`src/rtl/icache_refill_ctrl.sv`:
```
// Instruction-cache refill controller: one-cycle hits, and 4-byte line refills over a shared
// byte-wide memory port with grant loss, flush abort and a global rdy freeze.
module icache_refill_ctrl (
    input  logic        clk,
    input  logic        rst,
    input  logic        rdy,
    input  logic        fetch_req_i,
    input  logic [31:0] fetch_addr_i,
    input  logic        flush_i,
    output logic        fetch_valid_o,
    output logic [31:0] fetch_inst_o,
    output logic [31:0] ic_raddr_o,
    input  logic        ic_hit_i,
    input  logic [31:0] ic_inst_i,
    output logic        ic_we_o,
    output logic [31:0] ic_waddr_o,
    output logic [31:0] ic_winst_o,
    output logic        mem_req_o,
    input  logic        mem_grant_i,
    output logic [31:0] mem_addr_o,
    input  logic [7:0]  mem_din_i
);

    typedef enum logic [1:0] {S_IDLE, S_WAIT_GNT, S_FILL, S_WRITE} state_t;

    state_t      r_state, w_state_nxt;
    logic [2:0]  r_issue_cnt, w_issue_cnt_nxt;
    logic [2:0]  r_recv_cnt, w_recv_cnt_nxt;
    logic        r_pend, w_pend_nxt;
    logic [31:0] r_addr, w_addr_nxt;
    logic [31:0] r_word, w_word_nxt;
    logic        r_fetch_valid, w_fetch_valid_nxt;
    logic [31:0] r_fetch_inst, w_fetch_inst_nxt;
    logic        r_ic_we, w_ic_we_nxt;
    logic        w_issue;
    logic        w_unused;

    // Byte k of the line is issued while the port is owned; its data lands the following cycle.
    assign w_issue    = (r_state == S_FILL) && mem_grant_i && !r_issue_cnt[2];
    assign w_unused   = ^fetch_addr_i[1:0];

    assign ic_raddr_o    = {fetch_addr_i[31:2], 2'b00};
    assign mem_req_o     = (r_state == S_WAIT_GNT) || (r_state == S_FILL);
    assign mem_addr_o    = ((r_state == S_FILL) && !r_issue_cnt[2]) ? r_addr + {29'd0, r_issue_cnt} : 32'd0;
    assign fetch_valid_o = r_fetch_valid;
    assign fetch_inst_o  = r_fetch_inst;
    assign ic_we_o       = r_ic_we;
    assign ic_waddr_o    = r_addr;
    assign ic_winst_o    = r_word;

    always_comb begin
        // NOTE: every signal gets a default first so no path leaves one unassigned (no latches).
        w_state_nxt       = r_state;
        w_issue_cnt_nxt   = r_issue_cnt;
        w_recv_cnt_nxt    = r_recv_cnt;
        w_pend_nxt        = r_pend;
        w_addr_nxt        = r_addr;
        w_word_nxt        = r_word;
        w_fetch_valid_nxt = 1'b0;
        w_fetch_inst_nxt  = r_fetch_inst;
        w_ic_we_nxt       = 1'b0;

        if (flush_i) begin
            w_state_nxt = S_IDLE;
            w_pend_nxt  = 1'b0;
        end else begin
            case (r_state)
                S_IDLE: begin
                    if (fetch_req_i) begin
                        if (ic_hit_i) begin
                            w_fetch_valid_nxt = 1'b1;
                            w_fetch_inst_nxt  = ic_inst_i;
                        end else begin
                            w_addr_nxt  = {15'd0, fetch_addr_i[16:2], 2'b00};
                            w_state_nxt = S_WAIT_GNT;
                        end
                    end
                end
                S_WAIT_GNT: begin
                    if (mem_grant_i) begin
                        w_state_nxt     = S_FILL;
                        w_issue_cnt_nxt = 3'd0;
                        w_recv_cnt_nxt  = 3'd0;
                        w_pend_nxt      = 1'b0;
                        w_word_nxt      = 32'd0;
                    end
                end
                S_FILL: begin
                    if (r_pend) begin
                        w_word_nxt[{r_recv_cnt[1:0], 3'b000} +: 8] = mem_din_i;
                        w_recv_cnt_nxt = r_recv_cnt + 3'd1;
                    end
                    // A grant drop only stalls issue; the byte already in flight still lands.
                    w_pend_nxt = w_issue;
                    if (w_issue) begin
                        w_issue_cnt_nxt = r_issue_cnt + 3'd1;
                    end
                    if (r_pend && (r_recv_cnt == 3'd3)) begin
                        w_state_nxt       = S_WRITE;
                        w_fetch_valid_nxt = 1'b1;
                        w_ic_we_nxt       = 1'b1;
                        w_fetch_inst_nxt  = w_word_nxt;
                    end
                end
                S_WRITE: begin
                    w_state_nxt = S_IDLE;
                end
                default: begin
                    w_state_nxt = S_IDLE;
                end
            endcase
        end
    end

    always_ff @(posedge clk) begin
        // NOTE: sequential state uses non-blocking assignments so all flops update together.
        if (rst) begin
            r_state       <= S_IDLE;
            r_issue_cnt   <= 3'd0;
            r_recv_cnt    <= 3'd0;
            r_pend        <= 1'b0;
            r_addr        <= 32'd0;
            r_word        <= 32'd0;
            r_fetch_valid <= 1'b0;
            r_fetch_inst  <= 32'd0;
            r_ic_we       <= 1'b0;
        end else if (rdy) begin
            r_state       <= w_state_nxt;
            r_issue_cnt   <= w_issue_cnt_nxt;
            r_recv_cnt    <= w_recv_cnt_nxt;
            r_pend        <= w_pend_nxt;
            r_addr        <= w_addr_nxt;
            r_word        <= w_word_nxt;
            r_fetch_valid <= w_fetch_valid_nxt;
            r_fetch_inst  <= w_fetch_inst_nxt;
            r_ic_we       <= w_ic_we_nxt;
        end
    end

endmodule

```
`config.mk`:
```
export PLATFORM = sky130hd
export DESIGN_NAME = icache_refill_ctrl
export DESIGN_NICKNAME = d
export VERILOG_FILES = /design/src/rtl/icache_refill_ctrl.sv
export SDC_FILE = /design/constraint.sdc
export NUM_CORES = 1
export LEC_CHECK = 0
export CAP_MARGIN = 5
export CORE_MARGIN = 2
export CORE_UTILIZATION = 41
export DETAILED_ROUTE_END_ITERATION = 12
export DONT_BUFFER_PORTS = 1
export PLACE_DENSITY = 0.63
export SLEW_MARGIN = 20
export SYNTH_ARGS = -nofsm -noshare
export SYNTH_HDL_FRONTEND = slang
export SYNTH_SLANG_ARGS = --single-unit
```
`constraint.sdc`:
```
create_clock -name clk -period 4.6 [get_ports clk]
set_input_delay 0.69 -clock clk [delete_from_list [all_inputs] [get_ports clk]]
set_output_delay 0.69 -clock clk [all_outputs]
set_load 0.05 [all_outputs]
```
==> results.md <==
- Status: complete, no violations
- IO buf count: 0
- Initial Util: 42.2%
- Instance count on the critical path: 7
- IO Count: 242
- Ys async rst share: 0%
- Clock Tree Buf Depth: 2
- HP Class: primary input to flop
- Slew Limit Fails: 0
- Setup TNS: 0 ns
- Final Hold Viols: 0
- Detailed Route WL: 12.8 mm
- RSZ-0062 raised after global routing: no
- Die H: 113 um
- Worst vdd ir: 0.226 mV
- Commonest register cell after synthesis: dfxtp_1
- Synthesized area per cell: 8.65 um2
- Detailed-route DRC error count: 0
- Sequential cell area: 1800 um2
- Die area: 12700 um2
- Layout fillers: 1123
- Seq/Total Area, Yosys: 37.3%
- CP Launch Type: flop
- Crit path required time: 3.91 ns
- Final min period: 3.23 ns
- Yosys cell types: 47
- Largest net degree at the start of global routing: 87
- Syn Inst Count: 559
- Worst r2r src: r_state[0]
- Flops & latches, synth: 90
- # Post-CTS Setup Buffers: 0
- Core region area: 11500 um2
- Worst Path Arrival: 2.54 ns
- Post-synth top cells: nor2_1 (94), dfxtp_1 (90), buf_4 (65)
- Hold Buf Count CTS: 0
- Final Wtd Congestion: 0.787
- Fraction of final layout cells with drive strength greater than 1: 8.33%
- Crit path max-delay family: simple AND/OR/NAND/NOR gates
- Max incr delay on CP: 0.66 ns
- Post-DRT Antenna Nets: 0
- PD cells: 346 nW/um2
- Rel. slew slack: 38.3%
- Fin nets: 614
- Setup violations, final: 0
- Yosys top cell by area: dfxtp_1
- Total gr overflow: 0
- Reg clk slew, reported paths: 0.06 ns
- Synth top area share: 37.3%
- Post-synth EDFFs: 0
- Slew @ Worst Pin: 0.922 ns
- Leakage power: 1.67 nW
- Reg-to-reg endpoint: ic_winst_o[10]
- Pre-antenna DRT Iters: 4
- R2R Setup Slk: 1.79 ns
- Vias: 3931
- Num CTS Buffers: 9
- Worst Setup EP: mem_addr_o[16]
- Vias in the first global route: 3731
- Final worst slack: 1.37 ns
- Synth Cell Area: 4840 um2
- Fmax: 0.309 GHz
- Place WS: 1.73 ns
- Die Wd: 113 um
- Post-detail-place hpwl: 9.09 mm
- Row count: 39
- Multi-input logic area: 2480 um2
- Skew final: 0.00798 ns
- Drt wl/cell: 19.1 um
- Max Cap Viol: 0
- DR vias/cell: 5.86
- Top cells by area, synth: dfxtp_1 (37%), buf_4 (10%), nor2_1 (7.3%)
- Worst Setup SP: ic_waddr_o[2]
- WS Path Type: flop to output pin
- Reg2reg path depth: 6
- Synth warnings: 0
- All-layer global routing usage: 19.8%
- Initial antenna violation count: 0
- Count leader, synth: nor2_1
- CP Capture Type: output pin
- Crit path max-delay cell type: dfxtp_1
- P&R area growth vs syn: 1.71%
- Clk sinks: 90
- WP buf/inv: 1
- CTS tree: yes
- Most used cell along the critical path: ha_1
- Worst Path Max Fanout: 6
- Initial DRC count: 231
- CTS resizes: 0
- Final Cycle Share: 70.3%
- Clk root buf: clkbuf_16
- First-pass GRT wire length: 20.1 mm
- Crit path cell chain: ha_1, ha_1, and2_1, nand3_1, or3_1, a21oi_1, buf_4
- Worst-Skew Late Latency: 0.35 ns
- Ant. Diodes: 0
- Htree depth: 3
==> through the flow <==
step / area, um2 / total power [W] / util, % / hold slack, ns / std cells
finish: 4920 / 0.00170 / 42.9 / 0.417 / 671
floorplan: 4960 / 0.00110 / - / 0.460 / 591
global placement: 4640 / 0.00101 / 40.4 / 0.479 / 655
detailed placement: 4640 / 0.00101 / 40.4 / 0.483 / 655
CTS: 4920 / 0.00172 / 42.9 / 0.397 / 671
global route: 4920 / 0.00177 / 42.9 / 0.398 / 671
==> cells by family (layout without fill, tap and decap cells) <==
| logic type | Yosys count | count (layout) | share of synthesized area [%] |
|---|---|---|---|
| simple gates | 190 | 190 | 18.9 |
| compound gates | 126 | 126 | 20.0 |
| fa+ha+maj | 12 | 12 | 3.10 |
| flops | 90 | 90 | 37.3 |
| other cells | 1 | 33 | 0.0775 |
| buf+inv | 107 | 44 | 14.0 |
| xor+xnor | 12 | 12 | 2.17 |
| mux | 21 | 21 | 4.40 |
==> report_power, final <==
group	total [W]	leakage [nW]	internal (W)	switching [W]
Sequential	0.000872	0.728	0.000797	0.0000753
Clock	0.000708	0.136	0.000384	0.000324
Combinational	0.000123	0.802	0.0000294	0.0000939
Total	0.00170	1.67	0.00121	0.000493
==> state kept, by name, summed over array words and instances, names as in the netlist <==
register,count
r_state,2
ic_winst_o,32
ic_we_o,1
r_issue_cnt,3
ic_waddr_o,15
r_pend,1
fetch_valid_o,1
r_recv_cnt,3
fetch_inst_o,32
==> area by class of cell <==
cell class / instances / share of cell area (%)
clock buffer: 11 / 4.94
clock inverter: 5 / 0.789
inverter: 9 / 0.687
multi-input combinational: 394 / 50.4
sequential: 90 / 36.6
tap: 143 / 3.64
timing repair buffer: 19 / 2.90
==> placed cells by master (no fill, tap or decap), types with 2 or more instances in the layout <==
master / instances
buf_4: 19
mux2_2: 2
clkinv_4: 2
inv_1: 9
a311oi_1: 29
nor2b_1: 4
o21ai_0: 7
nor4b_4: 2
nand2_1: 34
xnor2_1: 3
nand3_1: 14
nand2b_1: 5
dfxtp_1: 90
nand4bb_1: 2
a211oi_1: 28
a31oi_1: 4
a32oi_1: 21
nor3_1: 5
xor2_1: 9
mux2i_1: 19
and4_1: 3
or3_1: 4
nor2_1: 94
conb_1: 33
clkbuf_16: 9
a22oi_1: 5
a22o_1: 7
and2_1: 6
ha_1: 12
and3_1: 2
a21oi_1: 18
nand4_1: 9
==> how the worst min path moves through the flow <==
stage	startpoint	end	slack, ns	depth (start not counted)
6_report	rst	fetch_inst_o[2]	0.42	1
5_1_grt	rst	ic_winst_o[1]	0.40	1
4_1_cts	rst	fetch_inst_o[0]	0.40	1
3_5_place_dp	r_recv_cnt[2]	r_recv_cnt[2]	0.48	2
3_3_place_gp	r_recv_cnt[2]	r_recv_cnt[2]	0.48	2
2_1_floorplan	r_recv_cnt[2]	r_recv_cnt[2]	0.46	2
==> worst reg2reg max path: stages, from the launching register on <==
cell and delay (ns):
dfxtp_1 0.37, inv_1 0.09, ha_1 0.66, nor3b_2 0.84, buf_4 0.42, nor2_1 0.08
a211oi_1 0.25
==> per-layer routing <==
metal | routed length [um] | track usage [%] | vias up | share of wire [%]
met3 | 1290 | 7.07 | 34 | 10
met4 | 312 | 7.72 | 0 | 2.4
met1 | 5350 | 25.0 | 1865 | 42
met2 | 5870 | 31.0 | 180 | 46
li1 | - | - | 1852 | -
met5 | 0 | 0 | - | 0
Note: power is estimated with default switching activity, not from simulation.
